`config.mk`:
```
export PLATFORM = sky130hd
export DESIGN_NAME = ysyx_22050518_wb_arbiter_flat
export DESIGN_NICKNAME = d
export VERILOG_FILES = /design/src/rtl/ysyx_22050518_wb_arbiter_if.sv /design/src/rtl/ysyx_22050518_wb_arbiter.sv /design/src/flat_wrapper.sv
export SDC_FILE = /design/constraint.sdc
export NUM_CORES = 1
export LEC_CHECK = 0
export CAP_MARGIN = 20
export CORE_AREA = 2 2 128 130
export DETAILED_ROUTE_END_ITERATION = 10
export DIE_AREA = 0 0 130 132
export PLACE_DENSITY_LB_ADDON = 0.15
export SETUP_SLACK_MARGIN = 0.5
export SYNTH_ARGS = -nofsm -noshare
export SYNTH_HDL_FRONTEND = slang
export SYNTH_SLANG_ARGS = --single-unit
```
`constraint.sdc`:
```
create_clock -name clk -period 4.1 [get_ports clk]
set_input_delay 1.025 -clock clk [delete_from_list [all_inputs] [get_ports clk]]
set_output_delay 1.025 -clock clk [all_outputs]
set_load 0.05 [all_outputs]
```
`src/rtl/ysyx_22050518_wb_arbiter_if.sv`:
```
// Writeback arbiter bus: requester-side write requests, register-file write port,
// scoreboard set/flush controls and hazard-query signals.
interface ysyx_22050518_wb_arbiter_if #(
    parameter int XLEN = 64,
    parameter int NREQ = 3
);
    logic [NREQ-1:0]      req_valid;
    logic [5*NREQ-1:0]    req_rd_addr;
    logic [XLEN*NREQ-1:0] req_data;
    logic [NREQ-1:0]      req_ready;
    logic                 wb_stall;
    logic                 rf_write_en;
    logic [4:0]           rf_rd_addr;
    logic [XLEN-1:0]      rf_rd;
    logic                 sb_set_en;
    logic [4:0]           sb_set_addr;
    logic [4:0]           rs1_addr;
    logic [4:0]           rs2_addr;
    logic                 rs1_busy;
    logic                 rs2_busy;
    logic                 flush;

    modport master (
        output req_valid, req_rd_addr, req_data, wb_stall,
        output sb_set_en, sb_set_addr, rs1_addr, rs2_addr, flush,
        input  req_ready, rf_write_en, rf_rd_addr, rf_rd, rs1_busy, rs2_busy
    );

    modport slave (
        input  req_valid, req_rd_addr, req_data, wb_stall,
        input  sb_set_en, sb_set_addr, rs1_addr, rs2_addr, flush,
        output req_ready, rf_write_en, rf_rd_addr, rf_rd, rs1_busy, rs2_busy
    );
endinterface

```
`src/rtl/ysyx_22050518_wb_arbiter.sv`:
```
// Round-robin writeback arbiter with a registered register-file write port and a
// 32-entry pending-register scoreboard for hazard detection.
module ysyx_22050518_wb_arbiter #(
    parameter int XLEN = 64,
    parameter int NREQ = 3
) (
    input  logic clk,
    input  logic rst_n,
    ysyx_22050518_wb_arbiter_if.slave bus
);
    localparam int PW = (NREQ > 1) ? $clog2(NREQ) : 1;

    logic [PW-1:0]   ptr_q, ptr_d;
    logic [31:0]     pending_q, pending_d;
    logic            rf_we_q;
    logic [4:0]      rf_addr_q;
    logic [XLEN-1:0] rf_data_q;

    logic            grant_any;
    logic [PW-1:0]   win_idx;
    logic [PW-1:0]   cand;
    int              cand_int;
    logic [4:0]      win_addr;
    logic [XLEN-1:0] win_data;

    // Search starts at the pointer and wraps; the first valid requester wins.
    always_comb begin
        // NOTE: every combinational variable gets a default before any branch, so no path
        // leaves it unassigned and no latch is inferred.
        grant_any = 1'b0;
        win_idx   = '0;
        cand_int  = 0;
        cand      = '0;
        for (int k = 0; k < NREQ; k++) begin
            cand_int = int'(ptr_q) + k;
            if (cand_int >= NREQ) cand_int = cand_int - NREQ;
            cand = PW'(cand_int);
            if (!grant_any && bus.req_valid[cand]) begin
                grant_any = 1'b1;
                win_idx   = cand;
            end
        end
        if (bus.wb_stall || !rst_n) grant_any = 1'b0;
    end

    assign win_addr = bus.req_rd_addr[5*int'(win_idx) +: 5];
    assign win_data = bus.req_data[XLEN*int'(win_idx) +: XLEN];

    always_comb begin
        bus.req_ready = '0;
        if (grant_any) bus.req_ready[win_idx] = 1'b1;
    end

    always_comb begin
        ptr_d = ptr_q;
        if (grant_any) ptr_d = (win_idx == PW'(NREQ - 1)) ? '0 : win_idx + PW'(1);
    end

    // Set beats a same-edge clear; flush beats everything; x0 is never pending.
    always_comb begin
        pending_d = pending_q;
        if (grant_any) pending_d[win_addr] = 1'b0;
        if (bus.sb_set_en) pending_d[bus.sb_set_addr] = 1'b1;
        if (bus.flush) pending_d = '0;
        pending_d[0] = 1'b0;
    end

    always_ff @(posedge clk or negedge rst_n) begin
        // NOTE: the scoreboard is ordinary flops rather than a RAM, so it is cleared by
        // reset together with the rest of the state.
        if (!rst_n) begin
            ptr_q     <= '0;
            pending_q <= '0;
            rf_we_q   <= 1'b0;
            rf_addr_q <= '0;
            rf_data_q <= '0;
        end else begin
            // NOTE: non-blocking assignments so every flop samples pre-edge values.
            ptr_q     <= ptr_d;
            pending_q <= pending_d;
            rf_we_q   <= grant_any && (win_addr != 5'd0);
            if (grant_any && (win_addr != 5'd0)) begin
                rf_addr_q <= win_addr;
                rf_data_q <= win_data;
            end
        end
    end

    assign bus.rf_write_en = rf_we_q;
    assign bus.rf_rd_addr  = rf_addr_q;
    assign bus.rf_rd       = rf_data_q;
    assign bus.rs1_busy    = pending_q[bus.rs1_addr];
    assign bus.rs2_busy    = pending_q[bus.rs2_addr];
endmodule

```
`src/flat_wrapper.sv`:
```
// flat-port wrapper written by rule: the top's interface ports become plain ports
module ysyx_22050518_wb_arbiter_flat 
#(
    parameter int XLEN = 64,
    parameter int NREQ = 3
)
  (clk, rst_n, bus_req_valid, bus_req_rd_addr, bus_req_data, bus_wb_stall, bus_sb_set_en, bus_sb_set_addr, bus_rs1_addr, bus_rs2_addr, bus_flush, bus_req_ready, bus_rf_write_en, bus_rf_rd_addr, bus_rf_rd, bus_rs1_busy, bus_rs2_busy);
  ysyx_22050518_wb_arbiter_if #(.XLEN(XLEN), .NREQ(NREQ)) bus_i ();
  input  logic clk;
  input  logic rst_n;
  input wire logic [$bits(bus_i.req_valid)-1:0] bus_req_valid;
  input wire logic [$bits(bus_i.req_rd_addr)-1:0] bus_req_rd_addr;
  input wire logic [$bits(bus_i.req_data)-1:0] bus_req_data;
  input wire logic [$bits(bus_i.wb_stall)-1:0] bus_wb_stall;
  input wire logic [$bits(bus_i.sb_set_en)-1:0] bus_sb_set_en;
  input wire logic [$bits(bus_i.sb_set_addr)-1:0] bus_sb_set_addr;
  input wire logic [$bits(bus_i.rs1_addr)-1:0] bus_rs1_addr;
  input wire logic [$bits(bus_i.rs2_addr)-1:0] bus_rs2_addr;
  input wire logic [$bits(bus_i.flush)-1:0] bus_flush;
  output wire logic [$bits(bus_i.req_ready)-1:0] bus_req_ready;
  output wire logic [$bits(bus_i.rf_write_en)-1:0] bus_rf_write_en;
  output wire logic [$bits(bus_i.rf_rd_addr)-1:0] bus_rf_rd_addr;
  output wire logic [$bits(bus_i.rf_rd)-1:0] bus_rf_rd;
  output wire logic [$bits(bus_i.rs1_busy)-1:0] bus_rs1_busy;
  output wire logic [$bits(bus_i.rs2_busy)-1:0] bus_rs2_busy;
  assign bus_i.req_valid = bus_req_valid;
  assign bus_i.req_rd_addr = bus_req_rd_addr;
  assign bus_i.req_data = bus_req_data;
  assign bus_i.wb_stall = bus_wb_stall;
  assign bus_i.sb_set_en = bus_sb_set_en;
  assign bus_i.sb_set_addr = bus_sb_set_addr;
  assign bus_i.rs1_addr = bus_rs1_addr;
  assign bus_i.rs2_addr = bus_rs2_addr;
  assign bus_i.flush = bus_flush;
  assign bus_req_ready = bus_i.req_ready;
  assign bus_rf_write_en = bus_i.rf_write_en;
  assign bus_rf_rd_addr = bus_i.rf_rd_addr;
  assign bus_rf_rd = bus_i.rf_rd;
  assign bus_rs1_busy = bus_i.rs1_busy;
  assign bus_rs2_busy = bus_i.rs2_busy;
  ysyx_22050518_wb_arbiter #(.XLEN(XLEN), .NREQ(NREQ)) u_core (.clk(clk), .rst_n(rst_n), .bus(bus_i));
endmodule
```
==> flow_summary.yaml, run 1 <==
floorplanning:
  start_util: 0.416
  die_area_mm2: 0.0172
  dieWidth_um: 130
  rows: 46
  io_pins: 305
  die_h_um: 132
  core_area_mm2: 0.0157
yosys:
  syn_avg_cell_area_um2: 9.03
  synth_flop_cell: "dfrtp_1"
  yosysWarnings: 0
  synth_top_area_frac: 0.394
  yosys.cell_count.top_type: "nand2_1"
  synth_edf_count: 0
  syn_inst: 724
  ys_ff_latch: 103
  ys_seq_area_frac: 0.394
  yosys-top-cells-area: "dfrtp_1 39%, nand2_1 9.5%, mux2_2 8.6%, mux4_2 6.2%, a31oi_1 5.9%"
  ys_types: 43
  synth.cell_area_mm2: 0.00654
  synth_top_area_cell: "dfrtp_1"
  syn_nets: 958
  async_flop_share: 1.00
  synth_common_cells: "165 x nand2_1, 103 x dfrtp_1, 68 x nor2_1, 62 x a31oi_1, 50 x mux2_2"
run_status:
  status: "complete, no violations"
route:
  drt-initial-drc-count: 423
  wl_um: 22600
  ant_nets: 0
  post_drt_via_cell_ratio: 5.32
  vias: 6591
  first_pass_iters: 5
  wire_per_inst_um: 18.2
  drc: 0
grt:
  grt_pass1_wl_um: 34800
  grt_use_total: 0.260
  grt_pass1_vias: 6532
  antenna_found_initial: 0
  grt_max_degree: 65
  grt_overflow: 0
power:
  pwr-share-clk: 0.105
  seqPwrFrac: 0.190
  swShare: 0.503
  total_power_mw: 8.51
  power_density_mw_per_mm2: 812
  p_leak_nw: 4.26
  p_comb_frac: 0.705
  p_int_mw: 4.23
  power.switching_mw: 4.28
  ir_drop_uv: 604
critical_path:
  worst-r2r-setup-slack_ps: 720
  cp_cell_sequence: "buf_8 -> buf_12 -> mux4_2 -> mux4_2 -> mux2_4 -> buf_8"
  cp-start-kind: "input pin"
  arrival_ps: 2630
  cp-end-kind: "output pin"
  crit_required_ps: 3070
  reg2reg_from: "u_core.ptr_q[1]$_DFFE_PN0P_"
  startpoint: "bus_rs2_addr[0]"
  critPathTopFamily: "multiplexers"
  reg2reg_to: "u_core.bus.rf_rd[43]$_DFFE_PN0P_"
  cp_slowest_cell: "mux4_2"
  slowest_delay_ps: 480
  criticalPathCategory: "in -> out"
  crit_fanout: 5
  worst-path-stages: 6
  cp-endpoint: "bus_rs2_busy"
  critPathBufInv: 3
  r2r_cells: 12
sta:
  slew_viol_final: 0
  final_hold_viol_count: 0
  worst_slew_pin_slew_ps: 1080
  slew_headroom: 0.278
  fin_ws_ps: 441
  fin_crit_sh: 0.892
  setup-violations-final: 0
  rsz0062_at_grt: "true"
  clock_skew_ps: 6.89
  timing.fmax_ghz: 0.273
  min_period_ps: 3660
placement:
  place.port_buffers: 304
  place_congestion: 0.858
  pre_cts_slack_ps: -35.8
  dp_hpwl_um: 17100
  place_area_mm2: 0.00995
clock_network:
  cts_buffers: 9
  cts_hold_buf: 0
  cts_root_buffer: "clkbuf_16"
  htreeDepth: 3
  cts_tree: "done"
  clock_latency_ps: 350
  clk_pin_slew_ps: 60
  cts.sinks: 103
  cts_max_path_buffers: 2
worst_hold_path:
  min_path_type: "reg -> reg"
job:
  max-cap-violations: 0
final_layout:
  drive_above_1_share: 0.171
  nFillCells: 1300
  final_area_mm2: 0.0105
  diodes: 0
  syn_to_final_growth_pct: 60.2
  seq_area_mm2: 0.00258
  multi_input_comb_area_mm2: 0.00386
  nets: 1251
==> through the flow <==
step	hold WS [ps]	cells	setup TNS [ps]	utilization
2_1_floorplan	520	724	0	-
3_3_place_gp	489	1214	-49.9	0.633
3_5_place_dp	494	1214	-63.3	0.633
4_1_cts	511	1234	0	0.662
5_1_grt	524	1238	0	0.667
6_report	507	1238	0	0.667
==> repair_timing <==
item,4_1_cts,5_1_grt
gates cloned,2,0
endpoints found under the setup margin,70,14
setup buffers,2,3
resized for setup,41,18
pin swaps,5,3
==> registers in the layout, indices dropped and copies added, names as in the netlist <==
register / count
u_core.bus.rf_write_en: 1
u_core.bus.rf_rd_addr: 5
u_core.ptr_q: 2
u_core.pending_q: 31
u_core.bus.rf_rd: 64
==> power groups by stage <==
stage               combinational, mW  clock [mW]  sequential, mW
CTS                              5.95       0.914            1.62
global route                     6.38       0.954            1.66
global placement                 5.83           0            1.61
detailed placement               5.88           0            1.62
floorplan                        2.77           0            2.83
finish                           5.99       0.895            1.62
==> layout by cell type, fill, tap and decap left out, drive strengths merged, types with 2 or more instances in the layout <==
cell type      count
dfrtp            103
and3               4
nor3b              6
inv                9
and2               5
mux2i             10
o21a               3
nand3b             3
nor2b              6
o22ai              4
nand3             11
mux4              18
a31o               3
o21ai             43
mux2              71
ha                 4
buf               38
nor3               4
o211ai             7
nand4              3
clkbuf            15
o31ai              8
a31oi             62
clkdlybuf4s50    291
nor2              68
a21oi             39
clkinvlp           2
and3b              4
o221ai             3
nand2            165
or3                2
==> how the worst min path moves through the flow <==
stage | from | end | cells past startpoint
6_report | u_core.bus.rf_rd[46]$_DFFE_PN0P_ | u_core.bus.rf_rd[46]$_DFFE_PN0P_ | 1
5_1_grt | u_core.bus.rf_rd[49]$_DFFE_PN0P_ | u_core.bus.rf_rd[49]$_DFFE_PN0P_ | 1
4_1_cts | u_core.bus.rf_rd[46]$_DFFE_PN0P_ | u_core.bus.rf_rd[46]$_DFFE_PN0P_ | 1
3_5_place_dp | u_core.bus.rf_rd[53]$_DFFE_PN0P_ | u_core.bus.rf_rd[53]$_DFFE_PN0P_ | 1
3_3_place_gp | u_core.bus.rf_rd[49]$_DFFE_PN0P_ | u_core.bus.rf_rd[49]$_DFFE_PN0P_ | 1
2_1_floorplan | u_core.pending_q[31]$_DFF_PN0_ | u_core.pending_q[31]$_DFF_PN0_ | 2
==> layout make-up <==
cell class | count | share of cell area
multi-input cells | 562 | 0.369
repair buffers | 334 | 0.327
well taps | 216 | 0.0258
flip-flops and latches | 103 | 0.246
clock buffers | 11 | 0.0241
inverters | 7 | 0.00251
clock inverters | 5 | 0.00597
==> routing by layer <==
metal / GRT usage / share of wire
met1: 0.316 / 0.39
met3: 0.0597 / 0.063
met5: 0 / 0
met4: 0.0741 / 0.023
met2: 0.458 / 0.52
==> cells by family (layout without fill, tap and decap cells) <==
family,count (synthesis),count (layout),synth area share
AOI/OAI and AO/OA,175,175,0.161
adders and majority gates,4,4,0.00766
buffers and inverters,59,357,0.0396
DFF,103,103,0.394
muxes,99,99,0.212
and+or+nand+nor,284,284,0.186
No activity file was read; power rests on OpenSTA's default activity.
==> inputs of run 2 (changes only) <==
- CORE_AREA: 2 2 128 130 -> 2 2 131 133
- DIE_AREA: 0 0 130 132 -> 0 0 133 135
- RECOVER_POWER: not set -> 100
==> run 2 against run 1 <==
Critical path depth unchanged. Utilization is 3.0 points lower. Combinational power is 3.8% lower. Power is 3.0% lower. Via count up 0.38%. Register-to-register slack lost 250 ps. Clock skew about the same. Sequential share of layout area rose by 0.056 points. Largest cell class unchanged.
==> flow_summary.yaml, run 2 (same netlist as run 1, synthesis figures left out) <==
grt:
  grt_overflow: 0
  grt_use_total: 0.258
  grt_pass1_wl_um: 36000
  grt_pass1_vias: 6600
  antenna_found_initial: 1
  grt_max_degree: 121
final_layout:
  final_cell_mix: "221 x clkdlybuf4s50_1, 163 x nand2_1, 103 x dfrtp_1, 70 x dlygate4sd3_1, 67 x nor2_1"
  nets: 1259
  nFillCells: 1408
  drive_above_1_share: 0.150
  largest_register_ffs: 64
  stdcell_count: 1251
  final_common_cell: "clkdlybuf4s50_1"
  final_util: 0.637
  syn_to_final_growth_pct: 59.8
floorplanning:
  die_area_mm2: 0.0180
  io_pins: 305
  start_util: 0.398
  core_area_mm2: 0.0164
  rows: 47
  dieWidth_um: 133
  die_h_um: 135
critical_path:
  cp-endpoint: "bus_rs1_busy"
  crit_fanout: 5
  criticalPathCategory: "in -> out"
  reg2reg_to: "u_core.bus.rf_rd[52]$_DFFE_PN0P_"
  worst-r2r-setup-slack_ps: 470
  cp-start-kind: "input pin"
  cp-end-kind: "output pin"
  startpoint: "bus_rs1_addr[0]"
  reg2reg_from: "u_core.ptr_q[1]$_DFFE_PN0P_"
  r2r_cells: 13
  arrival_ps: 2780
  crit_required_ps: 3070
placement:
  placed_cells: 1221
  place.port_buffers: 304
  place_congestion: 0.871
  dp_hpwl_um: 16800
route:
  drt-initial-drc-count: 394
  wl_um: 22900
  first_pass_iters: 4
  vias: 6616
  drc: 0
  top_layer: "met4"
  routed-wl-met3_um: 1420
  post_drt_via_cell_ratio: 5.29
  wire_per_inst_um: 18.3
  ant_nets: 0
  drt-met1-wl_um: 9000
  route.met2.wl_um: 11500
sta:
  clock_skew_ps: 6.55
  timing.fmax_ghz: 0.263
  worst_slew_pin_slew_ps: 1480
  slew_viol_final: 0
  final_hold_viol_count: 0
  setup-violations-final: 0
  fin_crit_sh: 0.928
  slew_headroom: 0.0120
  min_period_ps: 3800
  worst_hold_slack_ps: 485
  rsz0062_at_grt: "true"
clock_network:
  clk_pin_slew_ps: 70
  htreeDepth: 3
  cts.sinks: 103
  cts_buffers: 9
  cts_tree: "done"
  cts_hold_buf: 0
  clock_latency_ps: 350
  cts_max_path_buffers: 2
  cts_root_buffer: "clkbuf_16"
power:
  ir_drop_uv: 885
  p_leak_nw: 4.29
  power_density_mw_per_mm2: 789
job:
  max-cap-violations: 0
worst_hold_path:
  min_path_type: "reg -> reg"
run_status:
  status: "complete, no violations"
[run 2: cell types whose count changed in the layout (fill, tap and decap cells not counted), moves of 3 or more]
cell | before | now
mux2_1 | 0 | 19
dlygate4sd3_1 | 0 | 70
clkbuf_1 | 0 | 3
buf_6 | 2 | 6
clkdlybuf4s50_1 | 291 | 221
mux2_4 | 23 | 4
o21ai_1 | 6 | 3
[run 2: repair_timing]
| item | CTS | global route |
|---|---|---|
| setup buffers | 6 | 4 |
| cloned | 2 | 0 |
| hold endpoints to repair | 0 | 0 |
| pin swaps | 11 | 6 |
| gates resized for setup | 46 | 16 |
| setup endpoints to repair | 17 | 9 |
[run 2: layout make-up]
cell class / instances / area (µm²) / area share
diodes: 1 / 2.50 / 0.000239
clock buffers: 10 / 229 / 0.0219
clock inverters: 6 / 85.1 / 0.00814
inverters: 7 / 26.3 / 0.00251
multi-input cells: 562 / 3780 / 0.361
flip-flops and latches: 103 / 2580 / 0.247
well taps: 220 / 275 / 0.0263
repair buffers: 342 / 3480 / 0.333
[run 2: metal layers]
layer,GRT usage,up-vias
li1,-,3194
met1,0.308,3118
met2,0.438,249
met3,0.0623,55
met4,0.128,0
met5,0.00556,-
[run 2: per-stage QoR]
stage | setup TNS, ps | power [mW] | setup WS [ps] | area (µm²)
2_1_floorplan | 0 | 5.60 | 322 | 6640
3_3_place_gp | -40.7 | 7.41 | -24.5 | 9980
3_5_place_dp | -60.2 | 7.47 | -35.9 | 9980
4_1_cts | 0 | 8.55 | 447 | 10500
5_1_grt | 0 | 8.78 | 214 | 10500
6_report | 0 | 8.25 | 296 | 10500
[run 2: critical path: stages]
cell	delay [ps]
buf_8	90
buf_12	110
mux4_2	480
mux4_2	480
mux2_4	270
dlymetal6s2s_1	310
[run 2: power by group]
| part | leakage (nW) | internal, mW | switching (mW) |
|---|---|---|---|
| logic | 2.86 | 2.12 | 3.64 |
| clock network | 0.148 | 0.533 | 0.384 |
| registers | 1.28 | 1.40 | 0.178 |
[run 2: worst min path at each step]
stage                                      from                                to  slack (ps)  cells past startpoint
2_1_floorplan    u_core.pending_q[31]$_DFF_PN0_    u_core.pending_q[31]$_DFF_PN0_         520                      2
3_3_place_gp    u_core.bus.rf_rd[8]$_DFFE_PN0P_   u_core.bus.rf_rd[8]$_DFFE_PN0P_         490                      1
3_5_place_dp   u_core.bus.rf_rd[11]$_DFFE_PN0P_  u_core.bus.rf_rd[11]$_DFFE_PN0P_         500                      1
4_1_cts        u_core.bus.rf_rd[18]$_DFFE_PN0P_  u_core.bus.rf_rd[18]$_DFFE_PN0P_         510                      1
5_1_grt        u_core.bus.rf_rd[56]$_DFFE_PN0P_  u_core.bus.rf_rd[56]$_DFFE_PN0P_         500                      1
6_report       u_core.bus.rf_rd[56]$_DFFE_PN0P_  u_core.bus.rf_rd[56]$_DFFE_PN0P_         480                      1
==> inputs of run 3 (changes only) <==
- ABC_AREA: not set -> 1
- CORE_AREA: 2 2 131 133 -> 2 2 129 131
- DIE_AREA: 0 0 133 135 -> 0 0 131 133
==> run 3 against run 2 <==
The flow now finishes with violations (max-capacitance violations, max-slew violations). Highest routed layer unchanged. Fmax rose by 4.7%. Clock-buffer cell count stayed put. Critical path depth increased by 7. First-iteration DRC count is 1.5% lower. Clock skew grew 4.7 ps. Critical endpoint is now bus_req_ready[0]. Non-clock buffer count is 6 lower. Die area fell by 3.0%.
==> flow_summary.yaml, run 3 <==
yosys:
  synth_edf_count: 0
  synth.cell_area_mm2: 0.00635
  yosys-top-cells-area: "dfrtp_1 41%, nand2_1 9.2%, a22o_1 8.1%, a21oi_1 7.3%, o21ai_2 4.1%"
  syn_avg_cell_area_um2: 8.02
  ys_types: 35
  synth_common_cells: "156 x nand2_1, 103 x dfrtp_1, 92 x a21oi_1, 59 x a22o_1, 52 x nor2_1"
  synth_top_area_cell: "dfrtp_1"
  ys_ff_latch: 103
  syn_inst: 791
  synth_top_area_frac: 0.406
  yosysWarnings: 0
  syn_nets: 1025
  synth_flop_cell: "dfrtp_1"
  async_flop_share: 1.00
  ys_seq_area_frac: 0.406
  yosys.cell_count.top_type: "nand2_1"
critical_path:
  arrival_ps: 2610
  cp-start-kind: "flip-flop"
  crit_fanout: 7
  slowest_delay_ps: 410
  cp_slowest_cell: "ha_1"
  worst-r2r-setup-slack_ps: 530
  cp-end-kind: "output pin"
  cp_cell_sequence: "inv_1 -> ha_1 -> inv_1 -> nand2_1 -> nand3_1 -> nand2_1 -> nand3_1 -> inv_1 -> nand2_2 -> nand2_4 -> nand2_1 -> nor2_1 -> buf_12"
  critPathBufInv: 4
  critPathTopFamily: "simple AND/OR/NAND/NOR gates"
  r2r_cells: 16
  reg2reg_from: "u_core.ptr_q[0]$_DFFE_PN0P_"
  reg2reg_to: "u_core.bus.rf_rd[2]$_DFFE_PN0P_"
  criticalPathCategory: "reg -> out"
  crit_required_ps: 3070
worst_hold_path:
  whs_endpoint: "u_core.bus.rf_rd_addr[1]$_DFFE_PN0P_"
  hold_start: "u_core.bus.rf_rd_addr[1]$_DFFE_PN0P_"
  min_path_type: "reg -> reg"
  worstHoldPathCells: 2
sta:
  timing.fmax_ghz: 0.275
  setup-violations-final: 0
  fin_crit_sh: 0.886
  clock_skew_ps: 11.3
  final_hold_viol_count: 0
  slew_viol_final: 34
  slew_headroom: -0.203
  setup-tns-final_ps: 0
  rsz0062_at_grt: "false"
  min_period_ps: 3630
  worst_slew_pin_slew_ps: 1800
clock_network:
  cts_tree: "done"
  htreeDepth: 3
  cts_max_path_buffers: 2
  clock_latency_ps: 360
  cts.sinks: 103
  clk_pin_slew_ps: 60
  cts_buffers: 9
  cts_hold_buf: 0
  cts_root_buffer: "clkbuf_16"
floorplanning:
  die_area_mm2: 0.0174
  dieWidth_um: 131
  start_util: 0.392
  io_pins: 305
  rows: 47
  core_area_mm2: 0.0162
  die_h_um: 133
final_layout:
  syn_to_final_growth_pct: 56.9
  final_cell_mix: "220 x clkdlybuf4s50_1, 169 x nand2_1, 103 x dfrtp_1, 92 x a21oi_1, 80 x o21ai_0"
  multi_input_comb_area_mm2: 0.00328
  final_area_mm2: 0.00996
  nets: 1328
  largest_register_ffs: 64
  nFillCells: 1503
  seq_area_mm2: 0.00258
  final_common_cell: "clkdlybuf4s50_1"
  drive_above_1_share: 0.111
grt:
  antenna_found_initial: 0
  grt_pass1_vias: 6858
  grt_max_degree: 72
  grt_pass1_wl_um: 36400
  grt_use_total: 0.273
  grt_overflow: 0
run_status:
  violations: "max-capacitance violations, max-slew violations"
  status: "complete, but fails checks"
power:
  p_leak_nw: 4.36
  pwr-share-clk: 0.098
  p_comb_frac: 0.727
  seqPwrFrac: 0.175
  power.switching_mw: 4.69
  p_int_mw: 4.05
  power_density_mw_per_mm2: 877
  swShare: 0.537
  ir_drop_uv: 948
placement:
  place.port_buffers: 304
  place_area_mm2: 0.00962
  dp_hpwl_um: 18300
  place_congestion: 0.888
route:
  vias: 6901
  ant_nets: 0
  wire_per_inst_um: 17.9
  post_drt_via_cell_ratio: 5.23
  wl_um: 23600
  drc: 0
  drt-initial-drc-count: 388
  first_pass_iters: 5
job:
  max-cap-violations: 1
==> run 3: changes by cell type after synthesis, moves of 21 or more <==
cell and delta:
mux2_2 -50, nand3_1 +26, o21ai_2 +30, a22o_1 +59
nand2_2 +37, inv_1 +26, a21oi_1 +54, mux2_4 -21
o21ai_1 +35, a31oi_1 -60
==> run 3: worst reg2reg max path, stage by stage (launching register included) <==
cell,delay (ps)
dfrtp_1,370
inv_1,90
ha_1,400
inv_1,200
nand2_1,80
nand3_1,80
nand2_1,80
nand3_1,180
inv_1,110
nand2_1,120
nand2_4,60
buf_4,160
nor2_4,170
clkbuf_2,840
a22o_1,320
a21oi_1,70
o21ai_0,180
==> run 3: through the flow <==
step	std cells	total power [mW]	hold WS, ps	setup WS, ps	utilization
6_report	1319	8.74	471	466	0.616
5_1_grt	1318	9.35	501	261	0.616
4_1_cts	1313	9.07	476	474	0.617
3_5_place_dp	1289	8.14	461	260	0.595
3_3_place_gp	1289	8.09	457	314	0.595
2_1_floorplan	791	6.19	504	533	-
==> run 3: how the worst max path moves through the flow <==
stage	slack (ps)	startpoint	end	cells after the start
after floorplan	530	bus_req_valid[1]	bus_req_ready[2]	12
after global placement	310	bus_req_valid[2]	bus_req_ready[0]	10
after detailed placement	260	bus_req_valid[2]	bus_req_ready[0]	10
after CTS	470	bus_req_valid[1]	bus_req_ready[0]	10
after global routing	260	u_core.ptr_q[0]$_DFFE_PN0P_	u_core.bus.rf_rd[2]$_DFFE_PN0P_	16
final	470	u_core.ptr_q[0]$_DFFE_PN0P_	bus_req_ready[0]	13
==> run 3: cell type report <==
cell class                      instances  area share
Multi-Input combinational cell        603       0.329
Clock inverter                          5     0.00578
Inverter                               40      0.0158
Antenna cell                            1    0.000251
Timing Repair inverter                  1    0.000502
Clock buffer                           10      0.0230
Sequential cell                       103       0.259
Timing Repair Buffer                  336       0.339
Tap cell                              220      0.0276
==> run 3: logic make-up (layout without fill, tap and decap cells) <==
logic type | Yosys count | count (layout) | share of synthesized area
AOI/OAI and AO/OA | 292 | 292 | 0.293
buffers and inverters | 85 | 392 | 0.0741
other | 0 | 1 | 0
DFF | 103 | 103 | 0.406
and+or+nand+nor | 307 | 307 | 0.219
adders and majority gates | 4 | 4 | 0.00789
==> run 3: layer usage <==
layer | wire length (µm) | share of wire | track usage | vias to the layer above
met4 | 839 | 0.036 | 0.107 | 0
met1 | 9510 | 0.40 | 0.344 | 3180
met5 | 0 | 0 | 0 | -
li1 | - | - | - | 3361
met2 | 11300 | 0.48 | 0.442 | 304
met3 | 1950 | 0.082 | 0.0728 | 56
==> run 3: power by group through the flow <==
stage               Sequential, mW  Combinational [mW]  Clock, mW
finish                        1.53                6.36      0.856
global route                  1.57                6.86      0.914
CTS                           1.56                6.65      0.871
detailed placement            1.56                6.57          0
global placement              1.56                6.53          0
floorplan                     2.62                3.57          0
==> run 3: repair_timing <==
item,in CTS,in global routing
pin swaps,2,2
gates cloned,1,0
setup endpoints to repair,5,5
resized for setup,13,12
buffers inserted,8,4
